==> src/rtl/dcr_regbank_pkg.sv <==
// Shared definitions for the DCR slave register bank: register offsets,
// CTRL/IRQ bit positions (bit 0 = MSB) and the bus handshake states.
package dcr_regbank_pkg;

   localparam logic [1:0] CTRL_OFF   = 2'd0;
   localparam logic [1:0] STATUS_OFF = 2'd1;
   localparam logic [1:0] EVCNT_OFF  = 2'd2;
   localparam logic [1:0] IRQ_OFF    = 2'd3;

   localparam int unsigned CTRL_CNT_EN = 31;
   localparam int unsigned CTRL_OVF_IE = 30;
   localparam int unsigned CTRL_CMP_IE = 29;

   localparam int unsigned IRQ_OVF = 31;
   localparam int unsigned IRQ_CMP = 30;

   typedef enum logic [1:0] {
      IDLE,
      WAIT,
      ACK
   } state_t;

endpackage

==> src/rtl/dcr_regbank_evcnt.sv <==
// 32-bit event counter with parallel load; reports wrap and compare hits
// for the increment taking effect on the current edge.
module dcr_regbank_evcnt (
   input  logic        clk,
   input  logic        rst,
   input  logic        load,
   input  logic [0:31] load_val,
   input  logic        en,
   input  logic [0:15] cmp_val,
   output logic [0:31] count,
   output logic        wrap,
   output logic        cmp_hit
);

   logic        inc;
   logic [0:31] count_inc;

   // A load on the same edge as an event suppresses the increment and its flags.
   always_comb begin
      inc       = en & ~load;
      count_inc = count + 32'd1;
      wrap      = inc & (count == '1);
      cmp_hit   = inc & (count_inc == {16'h0000, cmp_val});
   end

   always_ff @(posedge clk) begin
      if (rst)
         count <= '0;
      else if (load)
         count <= load_val;
      else if (inc)
         count <= count_inc;
   end

endmodule

==> src/rtl/dcr_slave_regbank.sv <==
// DCR daisy-chain slave exposing CTRL, STATUS, EVCNT and IRQ registers
// in a four-word window with a configurable acknowledge latency.
module dcr_slave_regbank
   import dcr_regbank_pkg::*;
#(
   parameter logic [0:9]  C_BASEADDR    = 10'h000,
   parameter int unsigned C_ACK_LATENCY = 1,
   parameter logic [0:31] C_CTRL_RESET  = 32'h0000_0000
) (
   input  logic        DCRCLK,
   input  logic        DCRRST,
   input  logic [0:9]  DCRABUS,
   input  logic [0:31] DCRDBUSIN,
   input  logic        DCRREAD,
   input  logic        DCRWRITE,
   output logic        DCRACK,
   output logic [0:31] DCRDBUSOUT,
   input  logic        EVENTIN,
   input  logic [0:15] STATUSIN,
   output logic [0:31] CTRLOUT,
   output logic        IRQOUT
);

   localparam logic [3:0] LAT_LOAD = (C_ACK_LATENCY == 0) ? 4'd0 : 4'(C_ACK_LATENCY - 1);

   state_t      state, state_nxt;
   logic [3:0]  lat_cnt;
   logic [0:1]  off_q;
   logic        wr_q;
   logic [0:15] status_q;
   logic [0:31] ctrl;
   logic        irq_ovf, irq_cmp, irqout_q;
   logic [0:31] evcnt;
   logic        ev_wrap, ev_cmp;

   logic        req, req_ok, sample, enter_ack, wr_fire;
   logic [0:1]  off_sel;
   logic        wr_sel;
   logic        ld_ctrl, ld_evcnt, ld_irq;
   logic [0:31] rd_data;

   assign req    = DCRREAD | DCRWRITE;
   assign req_ok = (DCRREAD ^ DCRWRITE) && (DCRABUS[0:7] == C_BASEADDR[0:7]);
   assign sample = (state == IDLE) && req_ok;

   always_ff @(posedge DCRCLK) begin
      if (DCRRST)
         state <= IDLE;
      else
         state <= state_nxt;
   end

   always_comb begin
      state_nxt = state;
      case (state)
         IDLE: if (req_ok) state_nxt = (C_ACK_LATENCY == 0) ? ACK : WAIT;
         WAIT: begin
            if (!req)
               state_nxt = IDLE;
            else if (lat_cnt == '0)
               state_nxt = ACK;
         end
         ACK:  if (!req) state_nxt = IDLE;
         default: state_nxt = IDLE;
      endcase
   end

   // With zero latency the ACK entry edge is also the sample edge, so the
   // offset/direction come straight from the bus rather than the latches.
   always_comb begin
      enter_ack = (state != ACK) && (state_nxt == ACK);
      off_sel   = (state == IDLE) ? DCRABUS[8:9] : off_q;
      wr_sel    = (state == IDLE) ? DCRWRITE : wr_q;
      wr_fire   = enter_ack & wr_sel;
      ld_ctrl   = wr_fire && (off_sel == CTRL_OFF);
      ld_evcnt  = wr_fire && (off_sel == EVCNT_OFF);
      ld_irq    = wr_fire && (off_sel == IRQ_OFF);
   end

   dcr_regbank_evcnt u_evcnt (
      .clk      (DCRCLK),
      .rst      (DCRRST),
      .load     (ld_evcnt),
      .load_val (DCRDBUSIN),
      .en       (EVENTIN & ctrl[CTRL_CNT_EN]),
      .cmp_val  (ctrl[0:15]),
      .count    (evcnt),
      .wrap     (ev_wrap),
      .cmp_hit  (ev_cmp)
   );

   always_ff @(posedge DCRCLK) begin
      if (DCRRST) begin
         lat_cnt  <= '0;
         off_q    <= '0;
         wr_q     <= 1'b0;
         status_q <= '0;
         ctrl     <= C_CTRL_RESET;
         irq_ovf  <= 1'b0;
         irq_cmp  <= 1'b0;
         irqout_q <= 1'b0;
      end else begin
         if (sample) begin
            lat_cnt  <= LAT_LOAD;
            off_q    <= DCRABUS[8:9];
            wr_q     <= DCRWRITE;
            status_q <= STATUSIN;
         end else if ((state == WAIT) && (lat_cnt != '0)) begin
            lat_cnt <= lat_cnt - 4'd1;
         end
         if (ld_ctrl)
            ctrl <= DCRDBUSIN;
         // Set takes priority over a write-1-to-clear on the same edge.
         irq_ovf  <= (irq_ovf & ~(ld_irq & DCRDBUSIN[IRQ_OVF])) | ev_wrap;
         irq_cmp  <= (irq_cmp & ~(ld_irq & DCRDBUSIN[IRQ_CMP])) | ev_cmp;
         irqout_q <= (irq_ovf & ctrl[CTRL_OVF_IE]) | (irq_cmp & ctrl[CTRL_CMP_IE]);
      end
   end

   always_comb begin
      rd_data = '0;
      case (off_q)
         CTRL_OFF:   rd_data = ctrl;
         STATUS_OFF: rd_data = {status_q, 16'h0000};
         EVCNT_OFF:  rd_data = evcnt;
         IRQ_OFF: begin
            rd_data[IRQ_OVF] = irq_ovf;
            rd_data[IRQ_CMP] = irq_cmp;
         end
         default: rd_data = '0;
      endcase
   end

   assign DCRACK     = (state == ACK);
   assign DCRDBUSOUT = (state == ACK) ? rd_data : DCRDBUSIN;
   assign CTRLOUT    = ctrl;
   assign IRQOUT     = irqout_q;

endmodule

==> config.mk <==
export PLATFORM = sky130hd
export DESIGN_NAME = dcr_slave_regbank
export DESIGN_NICKNAME = d
export VERILOG_FILES = /design/src/rtl/dcr_regbank_pkg.sv /design/src/rtl/dcr_regbank_evcnt.sv /design/src/rtl/dcr_slave_regbank.sv
export SDC_FILE = /design/constraint.sdc
export NUM_CORES = 1
export LEC_CHECK = 0
export BUFFER_PORTS_ARGS = -buffer_cell sky130_fd_sc_hd__buf_2
export CAP_MARGIN = 20
export CELL_PAD_IN_SITES_DETAIL_PLACEMENT = 0
export CELL_PAD_IN_SITES_GLOBAL_PLACEMENT = 1
export CORE_MARGIN = 4
export CORE_UTILIZATION = 35
export CTS_BUF_LIST = sky130_fd_sc_hd__clkbuf_8
export CTS_CLUSTER_SIZE = 10
export DETAILED_ROUTE_END_ITERATION = 7
export PLACE_DENSITY = 0.83
export SYNTH_ARGS = -nofsm -noshare
export SYNTH_HDL_FRONTEND = slang
export SYNTH_SLANG_ARGS = --single-unit
==> constraint.sdc <==
create_clock -name DCRCLK -period 6.9 [get_ports DCRCLK]
set_clock_uncertainty 0.05 [all_clocks]
set_input_delay 1.38 -clock DCRCLK [delete_from_list [all_inputs] [get_ports DCRCLK]]
set_output_delay 1.38 -clock DCRCLK [all_outputs]
set_load 0.05 [all_outputs]
==> metrics.yaml <==
crit_family: "simple AND/OR/NAND/NOR gates"
htreeDepth: 3
numCtsBuffers: 9
diodes: 0
path_cells: "nand2b_2 -> inv_1 -> nand2b_1 -> o21ai_0 -> buf_2"
irDropWorstVdd_mv: 0.1053
coreArea_um2: 15310
synth_area_um2: 5523
hold_depth: 2
synthToLayoutAreaGrowth_pct: 17.04
drt-initial-drc-count: 273
cts_hold_buf: 0
postCtsResizedCells: 0
grt_max_degree: 73
arrival_ns: 2.64
final_core_util: 0.4221
synth-adder-area-share: 0.006797
ys_ff_latch: 92
cts.clk_slew.worst_paths_ns: 0.10
layout_min_cycle_time_ns: 4.073
slew_violations: 0
multi_input_area_um2: 3421
clk_latency_ns: 0.39
synth_flop_cell: "dfxtp_1"
cp_slowest_cell: "nand2b_2"
critPathBufInv: 2
drc: 0
synth_top_area_frac: 0.3335
pre_cts_slack_ns: 3.160
rsz0062_at_grt: "false"
vias_per_cell: 5.108
status: "finished, final reports clean"
port_buffers: 128
routed_wl_mm: 15.96
period_share: 0.5904
start_util: 0.3606
holdWs_ns: 0.4538
synth_top_family_by_area: "simple AND/OR/NAND/NOR gates"
chipWidth_um: 133.6
synth_common_cells: "nor2_1 (131), dfxtp_1 (92), mux2i_1 (81)"
syn_inst: 700
die_area_um2: 17850
drive_gt1_frac: 0.2081
hold_viol: 0
grt-ovfl-total: 0
grt_pass1_vias: 4916
setup_ws_ns: 2.827
slew_headroom: 0.3848
p_leak_nw: 2.437
fmax_mhz: 245.5
tightest_slew_ns: 0.9228
crit_type: "flip-flop to output port"
critPathMaxStageDelay_ns: 0.62
synth_edf_count: 0
r2r_cells: 8
post_cts_buffers: 0
globalplace.congestion: 0.8943
clock-sinks: 92
synthXorXnorAreaFrac: 0.09515
die_h_um: 133.6
r2r-end: "CTRLOUT[5]"
ff2ff_setup_slack_ns: 4.11
avgSynthCellArea_um2: 7.890
wire_per_inst_um: 15.90
synth_area_leaders: "dfxtp_1 (33%), mux2i_1 (15%), nor2_1 (8.9%)"
register_area_um2: 1842
start_kind: "flip-flop"
hpwl_mm: 11.83
synth_top_area_cell: "dfxtp_1"
antenna_found_initial: 0
synth_compound_area_frac: 0.1348
tritoncts: "built"
io_pins: 129
cp-end-kind: "output port"
muxShareOfSynthArea: 0.1509
cp_data_required_time_ns: 5.47
fillers: 1619
hold_start: "status_q[7]"
post_dp_cell_area_um2: 6261
synth.most_common_cell: "nor2_1"
num_vias: 5128
ys_seq_area_frac: 0.3335
core.rowCount: 45
cp_max_fo: 50
drt_pre_antenna_iters: 5
fin_nets: 854
timing.setup.tns_ns: 0
ys.warnings.count: 0
yosys.area_share.simple: 0.2279
synth.distinct_cells: 48
grtUsageTotal: 0.1805
ant_nets: 0
rr_startpoint: "lat_cnt[0]"
clock_path_buffers: 2
hold_path_class: "flip-flop to flip-flop"
final_area_um2: 6464
root_buffer: "clkbuf_8"
maxCapViolCount: 0
grt_pass1_wl_mm: 26.24
power.density_nw_per_um2: 154.8
synthesis.nets: 766
synth-async-reset-ratio: 0
setup_violations: 0
holdPathEnd: "status_q[7]"
## routing by layer
metal	track usage	vias up	share of wire
li1	-	2616	-
met1	0.2490	2375	0.49
met2	0.2822	117	0.45
met3	0.03663	20	0.046
met4	0.06000	0	0.019
met5	0	-	0
## worst reg2reg max path: cells and delay by family (launching register included)
| kind | cells | cell delay [ns] |
|---|---|---|
| adder cells (fa/ha/maj) | 1 | 0.15 |
| buffers and inverters | 2 | 0.50 |
| flip-flops | 1 | 0.35 |
| multiplexers | 1 | 0.23 |
| AND/OR/NAND/NOR | 4 | 1.36 |
## final cells by class
| cell class | count | share of cell area |
|---|---|---|
| Clock buffer | 10 | 0.02129 |
| Clock inverter | 6 | 0.01007 |
| Inverter | 9 | 0.005226 |
| Multi-Input combinational cell | 540 | 0.5292 |
| Sequential cell | 92 | 0.2849 |
| Tap cell | 211 | 0.04084 |
| Timing Repair Buffer | 136 | 0.1084 |
## power breakdown
part / switching (mW) / total (mW) / internal (mW)
registers: 0.000133 / 0.531 / 0.531
logic: 0.0664 / 0.0916 / 0.0252
clock network: 0.201 / 0.378 / 0.177
## cells by family after synthesis
logic type                 after synthesis
buffers and inverters                   68
adders and majority gates                3
AOI/OAI and AO/OA                      119
DFF                                     92
and+or+nand+nor                        275
xor gates and xnor gates                60
muxes                                   83
## sequential cells by signal, summed over array words and instances, names as in the netlist
register	count
state	2
status_q	16
CTRLOUT	32
irq_cmp	1
lat_cnt	4
u_evcnt.count	32
off_q	2
irq_ovf	1
IRQOUT	1
wr_q	1
## worst max path at each step
stage | depth (start not counted) | endpoint | from
floorplan | 6 | DCRDBUSOUT[2] | off_q[0]
CTS | 5 | DCRDBUSOUT[16] | state[0]
global route | 5 | DCRDBUSOUT[16] | state[0]
detailed placement | 5 | DCRDBUSOUT[16] | state[0]
global placement | 5 | DCRDBUSOUT[16] | state[0]
finish | 5 | DCRDBUSOUT[16] | state[0]
## metrics by stage
stage | cells | power, mW
2_1_floorplan | 700 | 0.5971
5_1_grt | 1004 | 1.040
3_3_place_gp | 988 | 0.6355
3_5_place_dp | 988 | 0.6354
4_1_cts | 1004 | 1.013
6_report | 1004 | 1.001
## layout by cell type, fill, tap and decap left out, types with 3 or more instances in the layout
cell	n
nor3_1	17
xor2_1	29
nor3b_1	3
buf_2	128
o21ai_0	39
mux2i_1	81
buf_4	8
nand2b_1	4
xnor2_1	31
nor4_1	4
a311oi_1	6
inv_1	10
nand2_1	56
nand3_1	14
nor2_1	130
nand4_1	16
a211oi_1	33
or3_1	4
and2_1	3
a21oi_1	26
dfxtp_1	92
and3_1	7
clkinv_4	3
ha_1	3
clkbuf_8	10
(Power assumes the default switching activity.)
